### src/rtl/countdown_sequencer.sv
// countdown_sequencer: BCD seconds countdown (00..MAX_COUNT) with load/start/pause/clear control.
// Optional macro COUNTDOWN_ALARM_BLINK_EN: alarm toggles on each selected tick while expired.
module countdown_sequencer #(
  parameter int MAX_COUNT = 99
) (
  input  logic       clk,
  input  logic       rst,
  input  logic       tick_fast,
  input  logic       tick_slow,
  input  logic       speed_sel,
  input  logic       load,
  input  logic [6:0] load_val,
  input  logic       start,
  input  logic       pause,
  input  logic       clear,
  output logic [3:0] count_tens,
  output logic [3:0] count_ones,
  output logic [2:0] state,
  output logic       expired,
  output logic       alarm
);

  typedef enum logic [2:0] {
    IDLE    = 3'd0,
    ARMED   = 3'd1,
    RUNNING = 3'd2,
    PAUSED  = 3'd3,
    EXPIRED = 3'd4
  } state_t;

  localparam logic [6:0] MAX_VAL = 7'(MAX_COUNT);

  state_t     state_q, state_next;
  logic [3:0] tens_q, ones_q, tens_next, ones_next;
  logic       expired_q, expired_next;
  logic       alarm_q, alarm_next;
  logic       sel_tick, count_nonzero, count_is_one, load_ok, tick_dec;
  logic [6:0] load_clamped;
  logic [3:0] load_tens, load_ones;

  assign sel_tick      = speed_sel ? tick_slow : tick_fast;
  assign count_nonzero = (tens_q != 4'd0) || (ones_q != 4'd0);
  assign count_is_one  = (tens_q == 4'd0) && (ones_q == 4'd1);
  assign load_ok       = (state_q == IDLE) || (state_q == ARMED) ||
                         (state_q == PAUSED) || (state_q == EXPIRED);
  assign load_clamped  = (load_val > MAX_VAL) ? MAX_VAL : load_val;
  assign load_tens     = 4'(load_clamped / 7'd10);
  assign load_ones     = 4'(load_clamped % 7'd10);
  // A pause in the same cycle as a tick wins, so the count holds.
  assign tick_dec      = (state_q == RUNNING) && !pause && sel_tick && count_nonzero;

  always_ff @(posedge clk) begin
    if (rst) begin
      state_q   <= IDLE;
      tens_q    <= 4'd0;
      ones_q    <= 4'd0;
      expired_q <= 1'b0;
      alarm_q   <= 1'b0;
    end else begin
      state_q   <= state_next;
      tens_q    <= tens_next;
      ones_q    <= ones_next;
      expired_q <= expired_next;
      alarm_q   <= alarm_next;
    end
  end

  always_comb begin
    state_next = state_q;
    case (state_q)
      IDLE:    if (load) state_next = ARMED;
      ARMED,
      PAUSED: begin
        if (load)                        state_next = ARMED;
        else if (start && count_nonzero) state_next = RUNNING;
      end
      RUNNING: begin
        if (pause)                         state_next = PAUSED;
        else if (sel_tick && count_is_one) state_next = EXPIRED;
      end
      EXPIRED: if (load) state_next = ARMED;
      default: state_next = IDLE;
    endcase
    if (clear) state_next = IDLE;
  end

  always_comb begin
    tens_next    = tens_q;
    ones_next    = ones_q;
    expired_next = 1'b0;
    alarm_next   = 1'b0;
    if (clear) begin
      tens_next = 4'd0;
      ones_next = 4'd0;
    end else if (load && load_ok) begin
      tens_next = load_tens;
      ones_next = load_ones;
    end else if (tick_dec) begin
      if (ones_q == 4'd0) begin
        ones_next = 4'd9;
        tens_next = tens_q - 4'd1;
      end else begin
        ones_next = ones_q - 4'd1;
      end
    end
    if (state_next == EXPIRED) begin
      if (state_q != EXPIRED) begin
        expired_next = 1'b1;
        alarm_next   = 1'b1;
      end else begin
`ifdef COUNTDOWN_ALARM_BLINK_EN
        alarm_next = alarm_q ^ sel_tick;
`else
        alarm_next = 1'b1;
`endif
      end
    end
  end

  assign count_tens = tens_q;
  assign count_ones = ones_q;
  assign state      = state_q;
  assign expired    = expired_q;
  assign alarm      = alarm_q;

endmodule

### config.mk
export PLATFORM = sky130hd
export DESIGN_NAME = countdown_sequencer
export DESIGN_NICKNAME = d
export VERILOG_FILES = /design/src/rtl/countdown_sequencer.sv
export SDC_FILE = /design/constraint.sdc
export NUM_CORES = 1
export LEC_CHECK = 0
export BUFFER_PORTS_ARGS = -buffer_cell sky130_fd_sc_hd__buf_2
export CAP_MARGIN = 20
export CORE_MARGIN = 4
export CORE_UTILIZATION = 53
export CTS_BUF_LIST = sky130_fd_sc_hd__clkbuf_4 sky130_fd_sc_hd__clkbuf_8 sky130_fd_sc_hd__clkbuf_16
export DETAILED_ROUTE_END_ITERATION = 10
export MAX_ROUTING_LAYER = met4
export PLACE_DENSITY = 0.82
export SYNTH_ARGS = -nofsm -noshare
export SYNTH_HDL_FRONTEND = slang
export SYNTH_SLANG_ARGS = --single-unit
### constraint.sdc
create_clock -name clk -period 5 [get_ports clk]
set_input_delay 0.5 -clock clk [delete_from_list [all_inputs] [get_ports clk]]
set_output_delay 0.5 -clock clk [all_outputs]
set_load 0.05 [all_outputs]
# Word level (Yosys, flattened, before mapping)

Cells that the tools add are included.

Bits in registers: 13
Input port bits: 16
Word-level logic and storage cells: 59

Add/subtract/negate cells: 2
Divide/modulo/power cells: 2
$lt $le $gt $ge: 1
Equality and inequality tests: 7
Multiplexer cells: 17
Bitwise gates (word level): 1
Reduce and logical (&&, ||, !) cells: 24

Operators by type and width:

| cell                                                 | number |
|---|---|
| 2-to-1 mux 4 bit                                     | 6 |
| 2-to-1 mux 3 bit                                     | 6 |
| one-hot mux 3 bit (3 select lines)                   | 1 |
| logical NOT 4 bit                                    | 2 |
| nonzero test 4 bit                                   | 2 |
| OR reduction 2 bit                                   | 4 |
| subtractor 4 x 1 -> 4 bit, second input constant     | 2 |
| divider 7 x 4 -> 7 bit, second input constant        | 1 |
| greater-than comparator 7 bit, second input constant | 1 |
| logical AND 1 bit                                    | 7 |
| remainder unit 7 x 4 -> 7 bit, second input constant | 1 |
| 2-to-1 mux 7 bit                                     | 1 |
| equality test 3 x 2 -> 1 bit, second input constant  | 2 |
| equality test 3 bit, second input constant           | 2 |
| equality test 4 x 1 -> 1 bit, second input constant  | 1 |
| logical OR 1 bit                                     | 4 |
| nonzero test 2 bit                                   | 2 |
| equality test 3 x 1 -> 1 bit, second input constant  | 1 |
| logical NOT 3 bit                                    | 1 |
| 2-to-1 mux 1 bit                                     | 3 |
| != test 3 bit, second input constant                 | 1 |
| AND reduction 2 bit                                  | 1 |
| logical NOT 1 bit                                    | 1 |
| inverter 1 bit                                       | 1 |

# Longest topological paths before layout

Depth in word-level cells: 10
Mapped depth: 18
Mapped depth without buffers: 17

# Worst setup path after synthesis

Ideal clock, no wire load.

Path type: input to register
From: input port load_val[5]
To: register ones_q[1] (netlist: count_ones[1])
Library setup time: 0.062 ns
Arrival: 3.723 ns
Required time: 4.938 ns
Setup slack: 1.215 ns
Cell stages on the path: 18
Path through: buf_6 nand2_4 and2_1 ha_1 or2_4 o221a_4 inv_2 ha_1 a211oi_1 a311oi_1 a2111oi_1 a31oi_1 o21a_1 ha_1 inv_1 o211a_1 or4_1 nand3_1

Longest elaborated chain between the ends: 4

RTL lines:

| element                           | line | text |
|---|---|---|
| from (decl)                       | 12   | `input logic [6:0] load_val,` |
| greater-than comparator 7 bit     | 46   | `assign load_clamped = (load_val > MAX_VAL) ? MAX_VAL : load_val;` |
| 2-to-1 mux 7 bit (*)              | 46   |  |
| remainder unit 7 x 4 -> 7 bit (*) | 48   | `assign load_ones = 4'(load_clamped % 7'd10);` |
| 2-to-1 mux 4 bit (*)              | 95   | `end else if (load && load_ok) begin` |
| to (signal assigned)              | 62   | `ones_q <= ones_next;` |
| to (decl)                         | 34   | `logic [3:0] tens_q, ones_q, tens_next, ones_next;` |

Every way passes the cells marked *; elsewhere a longest branch is shown, timed or not.
A chain may end at the register's enable or synchronous reset.

# Final worst setup path

From: input port load_val[6]
To: register ones_q[1] (netlist: count_ones[1])

Same word-level chain as after synthesis.

==> insert_results.sql <==
INSERT INTO impl_metrics (metric_group, metric, value, unit) VALUES
('setup_path', 'timing.critical_path.required', '5220', 'ps'),
('clocking', 'worst_skew_pair.late_latency', '280', 'ps'),
('floorplan', 'initial_utilization', '56.36', '%'),
('grt', 'grt_pass1_wl', '5.313', 'mm'),
('clocking', 'htreeDepth', '1', ''),
('detailed_routing', 'via_density', '6.009', ''),
('setup_path', 'path_class', 'input port to flip-flop', ''),
('floorplan', 'std_cell_rows', '17', ''),
('power_and_ir_drop', 'p_per_area', '220.2', 'nW/um^2'),
('sta', 'final_period_minus_worst_setup_slack', '3974', 'ps'),
('grt', 'met1_usage', '25.62', '%'),
('sta', 'total_count_of_hold_check_failures_in_the_final_report', '0', ''),
('sta', 'totalNegativeSetupSlack', '0', 'ps'),
('finish', 'n_fill_cell', '212', ''),
('floorplan', 'die_width', '56.74', 'um'),
('detailed_routing', 'ant_nets', '0', ''),
('grt', 'groute.layer.met2.usage', '34.16', '%'),
('yosys', 'postSynth.topFlopCell', 'dfxtp_1', ''),
('floorplan', 'io-pin-count', '29', ''),
('yosys', 'async_reset_ff_share', '0', '%'),
('clocking', 'hold_buffers', '0', ''),
('detailed_routing', 'drc', '0', ''),
('grt', 'maximum_number_of_pins_on_one_net_before_global_route_repair', '12', ''),
('clocking', 'tritoncts_num_sinks', '13', ''),
('grt', 'groute.layer.met3.usage', '5.517', '%'),
('yosys', 'syn_inst', '167', ''),
('sta', 'pin_slew_with_the_least_headroom_to_its_limit', '595.9', 'ps'),
('detailed_routing', 'dr.first_iter.drc_count', '45', ''),
('finish', 'post_layout_nonfiller_instances', '220', ''),
('yosys', 'netlist.area_leader.share', '20.68', '%'),
('setup_path', 'critical_path.slowest_cell', 'or4_1', ''),
('setup_path', 'cpLargestDelayFamily', 'compound AO/OA/AOI/OAI gates', ''),
('finish', 'mostFrequentLayoutCell', 'buf_2', ''),
('finish', 'layout-drive-gt1-share', '22.40', '%'),
('sta', 'final_min_period_over_clock_period', '79.48', '%'),
('floorplan', 'dieHeight', '56.74', 'um'),
('floorplan', 'core_region_area', '2233', 'um^2'),
('setup_path', 'cp_endpoint', 'count_ones[1]', ''),
('yosys', 'synth_warnings', '0', ''),
('detailed_routing', 'postRouteWirelength', '3.105', 'mm'),
('detailed_routing', 'via_count', '1322', ''),
('grt', 'grt_util_all_layers', '20.50', '%'),
('clocking', 'cts_tree', 'yes', ''),
('setup_path', 'critical_path.n_buffers_inverters', '3', ''),
('power_and_ir_drop', 'leakage', '0.6124', 'nW'),
('floorplan', 'die_area', '3219', 'um^2'),
('grt', 'total_congestion_overflow', '0', ''),
('yosys', 'synth_nets', '188', ''),
('setup_path', 'worst_r2r_startpoint', 'state[0]', ''),
('sta', 'timing.max_slew.rel_slack', '60.17', '%'),
('setup_path', 'critical_path_data_arrival_time', '4190', 'ps'),
('sta', 'drv_slew', '0', ''),
('clocking', 'cts.clk_slew.worst_paths', '70', 'ps'),
('setup_path', 'crit_chain', 'buf_2 -> nand2_4 -> and2_1 -> ha_1 -> or2_4 -> o221a_4 -> inv_2 -> ha_1 -> a211oi_1 -> a311oi_1 -> a2111oi_1 -> a31oi_1 -> o21a_1 -> ha_1 -> inv_1 -> o211a_1 -> or4_1 -> nand3_1', ''),
('setup_path', 'crit_cells', '18', ''),
('finish', 'multi_input_area', '920.9', 'um^2'),
('setup_path', 'critical-path-max-stage-delay', '510', 'ps'),
('yosys', 'synth_edf_count', '0', ''),
('yosys', 'post_synth.cell_area_avg', '7.537', 'um^2'),
('clocking', 'cts_setup_buffers', '0', ''),
('yosys', 'main_area_contributors_after_synthesis', 'dfxtp_1 (21%), a211oi_1 (6.6%), nor2_1 (5.4%)', ''),
('finish', 'nNetsFinal', '214', ''),
('grt', 'global_route.peak_usage_layer', 'met2', ''),
('setup_path', 'timing.rr.end', 'count_tens[2]', ''),
('setup_path', 'path_max_fanout', '10', ''),
('finish', 'area.sequential', '260.3', 'um^2'),
('placement', 'detailed_place_hpwl', '2.468', 'mm'),
('placement', 'globalplace.congestion', '0.8468', ''),
('status', 'run_status', 'completed', ''),
('yosys', 'netlist-cell-type-count', '56', ''),
('yosys', 'sequential_area_share_after_synthesis', '20.68', '%');
[final cells by class]
class | count | area share [%]
Timing Repair Buffer | 28 | 9.868
Clock buffer | 4 | 2.115
Sequential cell | 13 | 18.33
Tap cell | 28 | 2.467
Multi-Input combinational cell | 138 | 64.85
Inverter | 9 | 2.379
[layer usage]
metal / share of wire [%] / routed length, um / vias up
li1: - / - / 677
met1: 44 / 1380 / 610
met2: 50 / 1560 / 35
met3: 5.3 / 164 / 0
met4: 0 / 0 / 0
met5: 0 / 0 / -
[worst min-delay path, cell delays in order]
cell	delay [ps]
buf_2	80
nor2_1	70
o21a_1	110
[state kept, by name, indices dropped and copies added, names as in the netlist]
name / flops
expired: 1
state: 3
count_tens: 4
count_ones: 4
alarm: 1
[worst min-delay path by stage]
| stage | startpoint | endpoint | slack [ps] | depth (start not counted) |
|---|---|---|---|---|
| finish | rst | count_tens[1] | 540 | 3 |
| global route | rst | count_ones[3] | 550 | 4 |
| CTS | rst | count_tens[1] | 530 | 3 |
| detailed placement | state[1] | state[1] | 580 | 2 |
| global placement | state[2] | expired | 570 | 1 |
| floorplan | rst | count_tens[1] | 700 | 2 |
[power breakdown]
part | total [mW] | switching [mW] | internal [mW]
logic | 0.129 | 0.0795 | 0.0491
registers | 0.113 | 0.00561 | 0.107
clock network | 0.0710 | 0.0346 | 0.0364
[cell usage after synthesis (2+ instances only)]
master,count
a211o_1,3
a211oi_1,11
a21o_1,2
a21oi_1,10
a31oi_1,2
and2_1,2
buf_2,2
buf_6,2
clkbuf_1,2
dfxtp_1,13
ha_1,5
inv_1,8
mux2i_1,3
nand2_1,16
nand2_4,2
nand2b_1,4
nand3_1,7
nor2_1,18
nor2b_1,2
nor3_1,5
nor3b_1,2
o2111ai_1,2
o211ai_1,3
o21a_1,3
o21ai_0,3
o21ai_1,2
or2_2,2
xor2_1,3
[kinds of logic (layout without fill, tap and decap cells)]
logic type / count (synthesis) / after routing / synth area share, %
AO/OA/AOI/OAI: 54 / 54 / 32.11
flip-flops: 13 / 13 / 20.68
AND/OR/NAND/NOR: 72 / 72 / 30.91
adder cells (fa/ha/maj): 5 / 5 / 4.970
multiplexers: 3 / 3 / 2.386
buffers and inverters: 16 / 41 / 6.163
XOR/XNOR: 4 / 4 / 2.784
[stage by stage]
step / instance area (um^2) / hold WS (ps) / utilization [%] / setup slack, ps / power [mW]
2_1_floorplan: 1259 / 695.3 / - / 1215 / 0.2148
3_3_place_gp: 1390 / 570.4 / 62.24 / 891.3 / 0.2386
3_5_place_dp: 1390 / 583.8 / 62.24 / 777.7 / 0.2416
4_1_cts: 1420 / 533.7 / 63.59 / 1059 / 0.3134
5_1_grt: 1420 / 554.9 / 63.59 / 732.4 / 0.3342
6_report: 1420 / 538.2 / 63.59 / 1026 / 0.3127
(Power assumes the default switching activity.)
